**config.mk**
```make
export PLATFORM = sky130hd
export DESIGN_NAME = i2s_stereo_rx
export DESIGN_NICKNAME = d
export VERILOG_FILES = /design/src/rtl/i2s_stereo_rx.sv
export SDC_FILE = /design/constraint.sdc
export NUM_CORES = 1
export LEC_CHECK = 0
export CORE_MARGIN = 2
export CORE_UTILIZATION = 50
export CTS_CLUSTER_DIAMETER = 80
export CTS_CLUSTER_SIZE = 16
export DETAILED_ROUTE_END_ITERATION = 7
export PLACE_DENSITY = 0.77
export SKIP_CTS_REPAIR_TIMING = 1
export SYNTH_ARGS = -nofsm -noshare
export SYNTH_HDL_FRONTEND = slang
export SYNTH_SLANG_ARGS = --single-unit
```
**constraint.sdc**
```tcl
create_clock -name clk -period 7.4 [get_ports clk]
set_input_delay 0.74 -clock clk [delete_from_list [all_inputs] [get_ports clk]]
set_output_delay 0.74 -clock clk [all_outputs]
set_load 0.02 [all_outputs]
```
**src/rtl/i2s_stereo_rx.sv**
```systemverilog
`default_nettype none
// ============================================================================
//  Module   : i2s_stereo_rx
//  Purpose  : I2S / left-justified stereo receiver. Deserialises one left and
//             one right slot of SAMPLE_BITS bits (MSB first) and presents the
//             pair as a held frame with a valid/ready handshake.
//  Ports    : clk               - serial bit clock, all inputs sampled at posedge
//             reset             - asynchronous active-high reset
//             ws                - word select (0 = left, 1 = right)
//             data_in           - serial audio data
//             pcm_ready         - consumer accepts the held frame
//             err_clr           - synchronous clear of the sticky error flags
//             data_left_output  - left sample of the held frame
//             data_right_output - right sample of the held frame
//             pcm_valid         - held frame not yet consumed
//             overrun           - sticky: a completed frame was dropped
//             sync_err          - sticky: a slot ended before SAMPLE_BITS bits
//  Revision : 1.0 - initial release
// ============================================================================
module i2s_stereo_rx #(
    parameter int SAMPLE_BITS = 16,
    parameter int LJ_MODE     = 0
) (
    input  logic                   clk,
    input  logic                   reset,
    input  logic                   ws,
    input  logic                   data_in,
    input  logic                   pcm_ready,
    input  logic                   err_clr,
    output logic [SAMPLE_BITS-1:0] data_left_output,
    output logic [SAMPLE_BITS-1:0] data_right_output,
    output logic                   pcm_valid,
    output logic                   overrun,
    output logic                   sync_err
);

    localparam int                     c_CNT_W    = $clog2(SAMPLE_BITS + 1);
    localparam logic [c_CNT_W-1:0]     c_LAST_IDX = c_CNT_W'(SAMPLE_BITS - 1);
    localparam logic [c_CNT_W-1:0]     c_ONE      = c_CNT_W'(1);
    localparam logic [SAMPLE_BITS-1:0] c_MSB_ONE  = {1'b1, {(SAMPLE_BITS-1){1'b0}}};

    localparam logic [2:0] c_ST_SYNC    = 3'd0;
    localparam logic [2:0] c_ST_SHIFT_L = 3'd1;
    localparam logic [2:0] c_ST_HOLD_L  = 3'd2;
    localparam logic [2:0] c_ST_SHIFT_R = 3'd3;
    localparam logic [2:0] c_ST_HOLD_R  = 3'd4;

    logic                   w_eff_ws;
    logic                   w_rise;
    logic                   w_fall;
    logic [SAMPLE_BITS-1:0] w_start;
    logic [SAMPLE_BITS-1:0] w_ins;
    logic                   w_serr_ev;
    logic                   w_ovr_ev;

    logic [2:0]             r_state;
    logic                   r_eff_prev;
    logic [c_CNT_W-1:0]     r_cnt;
    logic [SAMPLE_BITS-1:0] r_sh_l;
    logic [SAMPLE_BITS-1:0] r_sh_r;
    logic [SAMPLE_BITS-1:0] r_frm_l;
    logic [SAMPLE_BITS-1:0] r_frm_r;
    logic                   r_done;
    logic [SAMPLE_BITS-1:0] r_out_l;
    logic [SAMPLE_BITS-1:0] r_out_r;
    logic                   r_valid;
    logic                   r_ovr;
    logic                   r_serr;

    // Philips framing: the slot MSB follows the ws transition by one clock, so
    // word select is re-timed by one clock to line up with its data.
    generate
        if (LJ_MODE != 0) begin : g_lj
            assign w_eff_ws = ws;
        end else begin : g_philips
            logic r_ws_d;
            always_ff @(posedge clk or posedge reset) begin
                if (reset) begin
                    r_ws_d <= 1'b0;
                end else begin
                    r_ws_d <= ws;
                end
            end
            assign w_eff_ws = r_ws_d;
        end
    endgenerate

    assign w_rise = ~r_eff_prev &  w_eff_ws;
    assign w_fall =  r_eff_prev & ~w_eff_ws;

    // Bits are placed directly at their final left-aligned position, so a
    // short slot is already MSB-aligned with zero LSBs.
    assign w_start = data_in ? c_MSB_ONE : '0;
    assign w_ins   = data_in ? (c_MSB_ONE >> r_cnt) : '0;

    assign w_serr_ev = ((r_state == c_ST_SHIFT_L) && w_rise) ||
                       ((r_state == c_ST_SHIFT_R) && w_fall);
    assign w_ovr_ev  = r_done & r_valid & ~pcm_ready;

    // Slot sequencer
    always_ff @(posedge clk or posedge reset) begin
        if (reset) begin
            r_state    <= c_ST_SYNC;
            r_eff_prev <= 1'b0;
            r_cnt      <= '0;
            r_sh_l     <= '0;
            r_sh_r     <= '0;
            r_frm_l    <= '0;
            r_frm_r    <= '0;
            r_done     <= 1'b0;
        end else begin
            r_eff_prev <= w_eff_ws;
            r_done     <= 1'b0;
            case (r_state)
                c_ST_SYNC: begin
                    if (w_fall) begin
                        r_state <= c_ST_SHIFT_L;
                        r_sh_l  <= w_start;
                        r_cnt   <= c_ONE;
                    end
                end
                c_ST_SHIFT_L: begin
                    if (w_rise) begin
                        r_state <= c_ST_SHIFT_R;
                        r_sh_r  <= w_start;
                        r_cnt   <= c_ONE;
                    end else begin
                        r_sh_l <= r_sh_l | w_ins;
                        if (r_cnt == c_LAST_IDX) begin
                            r_state <= c_ST_HOLD_L;
                            r_cnt   <= '0;
                        end else begin
                            r_cnt <= r_cnt + c_ONE;
                        end
                    end
                end
                c_ST_HOLD_L: begin
                    if (w_rise) begin
                        r_state <= c_ST_SHIFT_R;
                        r_sh_r  <= w_start;
                        r_cnt   <= c_ONE;
                    end
                end
                c_ST_SHIFT_R: begin
                    if (w_fall) begin
                        // Short right slot: the frame closes now and the
                        // edge bit opens the next left slot, so snapshot
                        // before the left register is restarted.
                        r_frm_l <= r_sh_l;
                        r_frm_r <= r_sh_r;
                        r_done  <= 1'b1;
                        r_state <= c_ST_SHIFT_L;
                        r_sh_l  <= w_start;
                        r_cnt   <= c_ONE;
                    end else begin
                        r_sh_r <= r_sh_r | w_ins;
                        if (r_cnt == c_LAST_IDX) begin
                            r_frm_l <= r_sh_l;
                            r_frm_r <= r_sh_r | w_ins;
                            r_done  <= 1'b1;
                            r_state <= c_ST_HOLD_R;
                            r_cnt   <= '0;
                        end else begin
                            r_cnt <= r_cnt + c_ONE;
                        end
                    end
                end
                c_ST_HOLD_R: begin
                    if (w_fall) begin
                        r_state <= c_ST_SHIFT_L;
                        r_sh_l  <= w_start;
                        r_cnt   <= c_ONE;
                    end
                end
                default: begin
                    r_state <= c_ST_SYNC;
                    r_cnt   <= '0;
                end
            endcase
        end
    end

    // Output frame buffer and sticky error flags
    always_ff @(posedge clk or posedge reset) begin
        if (reset) begin
            r_out_l <= '0;
            r_out_r <= '0;
            r_valid <= 1'b0;
            r_ovr   <= 1'b0;
            r_serr  <= 1'b0;
        end else begin
            if (r_done) begin
                if (!r_valid || pcm_ready) begin
                    r_out_l <= r_frm_l;
                    r_out_r <= r_frm_r;
                    r_valid <= 1'b1;
                end
            end else if (r_valid && pcm_ready) begin
                r_valid <= 1'b0;
            end
            // A fresh error event outranks a simultaneous clear.
            r_ovr  <= w_ovr_ev  | (r_ovr  & ~err_clr);
            r_serr <= w_serr_ev | (r_serr & ~err_clr);
        end
    end

    assign data_left_output  = r_out_l;
    assign data_right_output = r_out_r;
    assign pcm_valid         = r_valid;
    assign overrun           = r_ovr;
    assign sync_err          = r_serr;

endmodule
`default_nettype wire

```
==> impl_metrics.env <==
export IMPL_rows=35
export IMPL_fin_crit_sh_pct=32.8
export IMPL_final_cell_mix="110 x dfrtp_1, 56 x mux2_2, 40 x clkdlybuf4s50_1"
export IMPL_antenna_found_initial=0
export IMPL_slew_headroom_pct=29.4
export IMPL_cp_startpoint="r_cnt[0]"
export IMPL_cts_buffers=9
export IMPL_synth_xor_area_share_pct=0.379
export IMPL_final_max_slew_viol_count=0
export IMPL_synth_distinct_cells=46
export IMPL_fmax_mhz=412
export IMPL_holdCritStartpoint="r_done"
export IMPL_drcViolationCount=0
export IMPL_worstMarginPinSlew_ns=1.06
export IMPL_dieArea_sq_um=10000
export IMPL_routed_wl_mm=8.47
export IMPL_crit_chain="ha_1 -> nand4b_2 -> a21oi_4 -> mux2_2"
export IMPL_finalWeightedCongestion=0.856
export IMPL_synthCells=371
export IMPL_die_h_um=100
export IMPL_cellLeakagePower_nw=2.44
export IMPL_holdCritPathClass="reg -> reg"
export IMPL_endpoint_kind="flop"
export IMPL_first_iter_violations=130
export IMPL_hold_depth=2
export IMPL_cts_path_max_buffers=2
export IMPL_synth_top_family_by_area="multiplexers"
export IMPL_synth_avg_cell_area_sq_um=12.5
export IMPL_tns_ns=0
export IMPL_grt_overflow_total=0
export IMPL_initial_utilization_pct=50.8
export IMPL_grt_pass1_vias=2968
export IMPL_post_place_ws_ns=4.95
export IMPL_whs_endpoint="pcm_valid"
export IMPL_h_tree_depth=3
export IMPL_muxShareOfSynthArea_pct=14.4
export IMPL_p_per_area_nw_per_um2=394
export IMPL_syn2layout_area_growth_pct=14.2
export IMPL_crit_arrival_ns=2.69
export IMPL_r2r_end="r_frm_r[12]"
export IMPL_fin_skew_ns=0.0183
export IMPL_worst_slack_ns=4.97
export IMPL_drv_cap=0
export IMPL_die_w_um=100
export IMPL_syn_area_sq_um=4620
export IMPL_clkSinkCount=110
export IMPL_routed_via_density=5.63
export IMPL_io_buffers=40
export IMPL_num_nets_final=416
export IMPL_grt_max_degree=64
export IMPL_num_vias=2928
export IMPL_critPathMaxStageDelay_ns=0.90
export IMPL_final_hold_viol_count=0
export IMPL_drive_gt1_share_pct=20.8
export IMPL_crit_fanout=33
export IMPL_core_sq_um=9110
export IMPL_cp_slowest_cell="a21oi_4"
export IMPL_cts_tree="built"
export IMPL_cp_start_kind="flop"
export IMPL_fin_crit_ns=2.43
export IMPL_cp_required_ns=7.66
export IMPL_final_common_cell="dfrtp_1"
export IMPL_criticalPathCategory="reg -> reg"
export IMPL_grt_pass1_wl_mm=14.4
export IMPL_status="finished, final reports clean"
export IMPL_ff2ff_path_depth=4
export IMPL_synth_simple_area_share_pct=8.28
export IMPL_timing_rr_start="r_cnt[0]"
export IMPL_syn_nets=383
export IMPL_diodes=0
export IMPL_ir_drop_mv=0.219
export IMPL_r2r_slack_ns=4.97
export IMPL_yosysWarnings=0
export IMPL_synthAdderAreaFrac_pct=1.62
export IMPL_final_setup_viol_count=0
export IMPL_rsz0062_at_grt="no"
export IMPL_num_io_pins=41
export IMPL_firstDrtPassIters=4
export IMPL_yosysSeqAreaShare_pct=59.5
export IMPL_synth_compound_gate_area_share_pct=11.3
export IMPL_grtUsageTotal_pct=18.4
export IMPL_synth_seq_cells=110
export IMPL_clk_pin_slew_ns=0.10
export IMPL_dp_hpwl_mm=5.83
export IMPL_post_drt_wl_per_cell_um=16.3
export IMPL_fillers=745
export IMPL_drtAntennaViolNets=0
export IMPL_insertion_delay_ns=0.38
export IMPL_clockRootBuffer="clkbuf_8"
registers in the layout, summed over array words and instances (netlist names):
signal / cells
r_cnt: 5
data_left_output: 16
r_frm_l: 16
r_sh_l: 16
r_done: 1
pcm_valid: 1
sync_err: 1
r_eff_prev: 1
data_right_output: 16
r_sh_r: 16
r_state: 3
r_frm_r: 16
g_philips.r_ws_d: 1
overrun: 1
through the flow:
stage	instances	util (%)	cell area, sq um	hold slack (ns)	total power [W]
after floorplan	371	-	4620	0.435	0.00144
after global placement	504	55.6	5070	0.466	0.00168
after detailed placement	504	55.6	5070	0.473	0.00172
after CTS	520	58.0	5280	0.498	0.00210
after global routing	520	58.0	5280	0.510	0.00221
final	520	58.0	5280	0.498	0.00208
critical path, delay by kind of cell (launching register included):
kind            cells  cell delay (ns)
compound gates      1             0.90
mux                 1             0.42
simple gates        1             0.28
flops               1             0.43
fa+ha+maj           1             0.28
where the power goes:
part	internal, W	leakage, nW	switching, W
registers	0.000820	1.45	0.000145
clock network	0.000164	0.105	0.000212
logic	0.000349	0.890	0.000391
total	0.00133	2.44	0.000748
final cells by class:
class	instances	area, sq um	share of cell area [%]
inverter	25	96.3	1.82
tap	111	139	2.63
multi-input combinational	216	1660	31.5
clock inverter	7	91.3	1.73
sequential	110	2750	52.1
clock buffer	9	124	2.35
timing repair buffer	42	415	7.87
synth_stat cells (all sizes together):
cell    count  area share, %
a21boi      1           0.16
a21o        1           0.16
a21oi      30            3.7
a22o        1           0.19
a22oi       2           0.32
a311o       1           0.24
a31oi      13            1.8
a41oi       1           0.19
and2        1           0.14
and3        2           0.27
and3b       1           0.19
and4b       2           0.43
buf        14            2.0
clkbuf      6           0.49
dfrtp     110             60
ha          6            1.6
inv        25            2.0
mux2       59             14
nand2       9           0.73
nand2b      4           0.54
nand3       4           0.43
nand3b      1           0.24
nand4b      1           0.32
nor2       28            2.3
nor2b       5           0.68
nor3        3           0.43
nor3b       1           0.16
nor4        2           0.54
nor4b       1           0.32
nor4bb      2           0.43
o211ai     13            2.1
o21a        1           0.16
o21ai       9           0.97
o22ai       3           0.41
o31ai       2           0.32
o32a        3           0.65
or2         1           0.14
xnor2       1           0.19
xor2        1           0.19
logic make-up after synthesis:
group                    Yosys count
AO/OA/AOI/OAI                     81
XOR/XNOR                           2
adder cells (fa/ha/maj)            6
buffers and inverters             45
flip-flops                       110
multiplexers                      59
AND/OR/NAND/NOR                   68
layer usage:
layer | up-vias | GRT usage [%] | wire, um | share of wire, %
met5 | - | 0 | 0 | 0
met4 | 0 | 6.11 | 102 | 1.2
met3 | 12 | 4.25 | 322 | 3.8
met2 | 61 | 29.7 | 4210 | 50
met1 | 1487 | 24.8 | 3840 | 45
li1 | 1368 | - | - | -
how the worst max path moves through the flow:
stage	depth (start not counted)	slack [ns]	end
after floorplan	1	3.76	data_left_output[0]
after global placement	3	4.99	overrun
after detailed placement	4	4.95	r_frm_l[15]
after CTS	4	4.94	r_frm_r[12]
after global routing	4	4.79	r_frm_l[12]
final	4	4.97	r_frm_r[12]
Note: power is estimated with default switching activity, not from simulation.
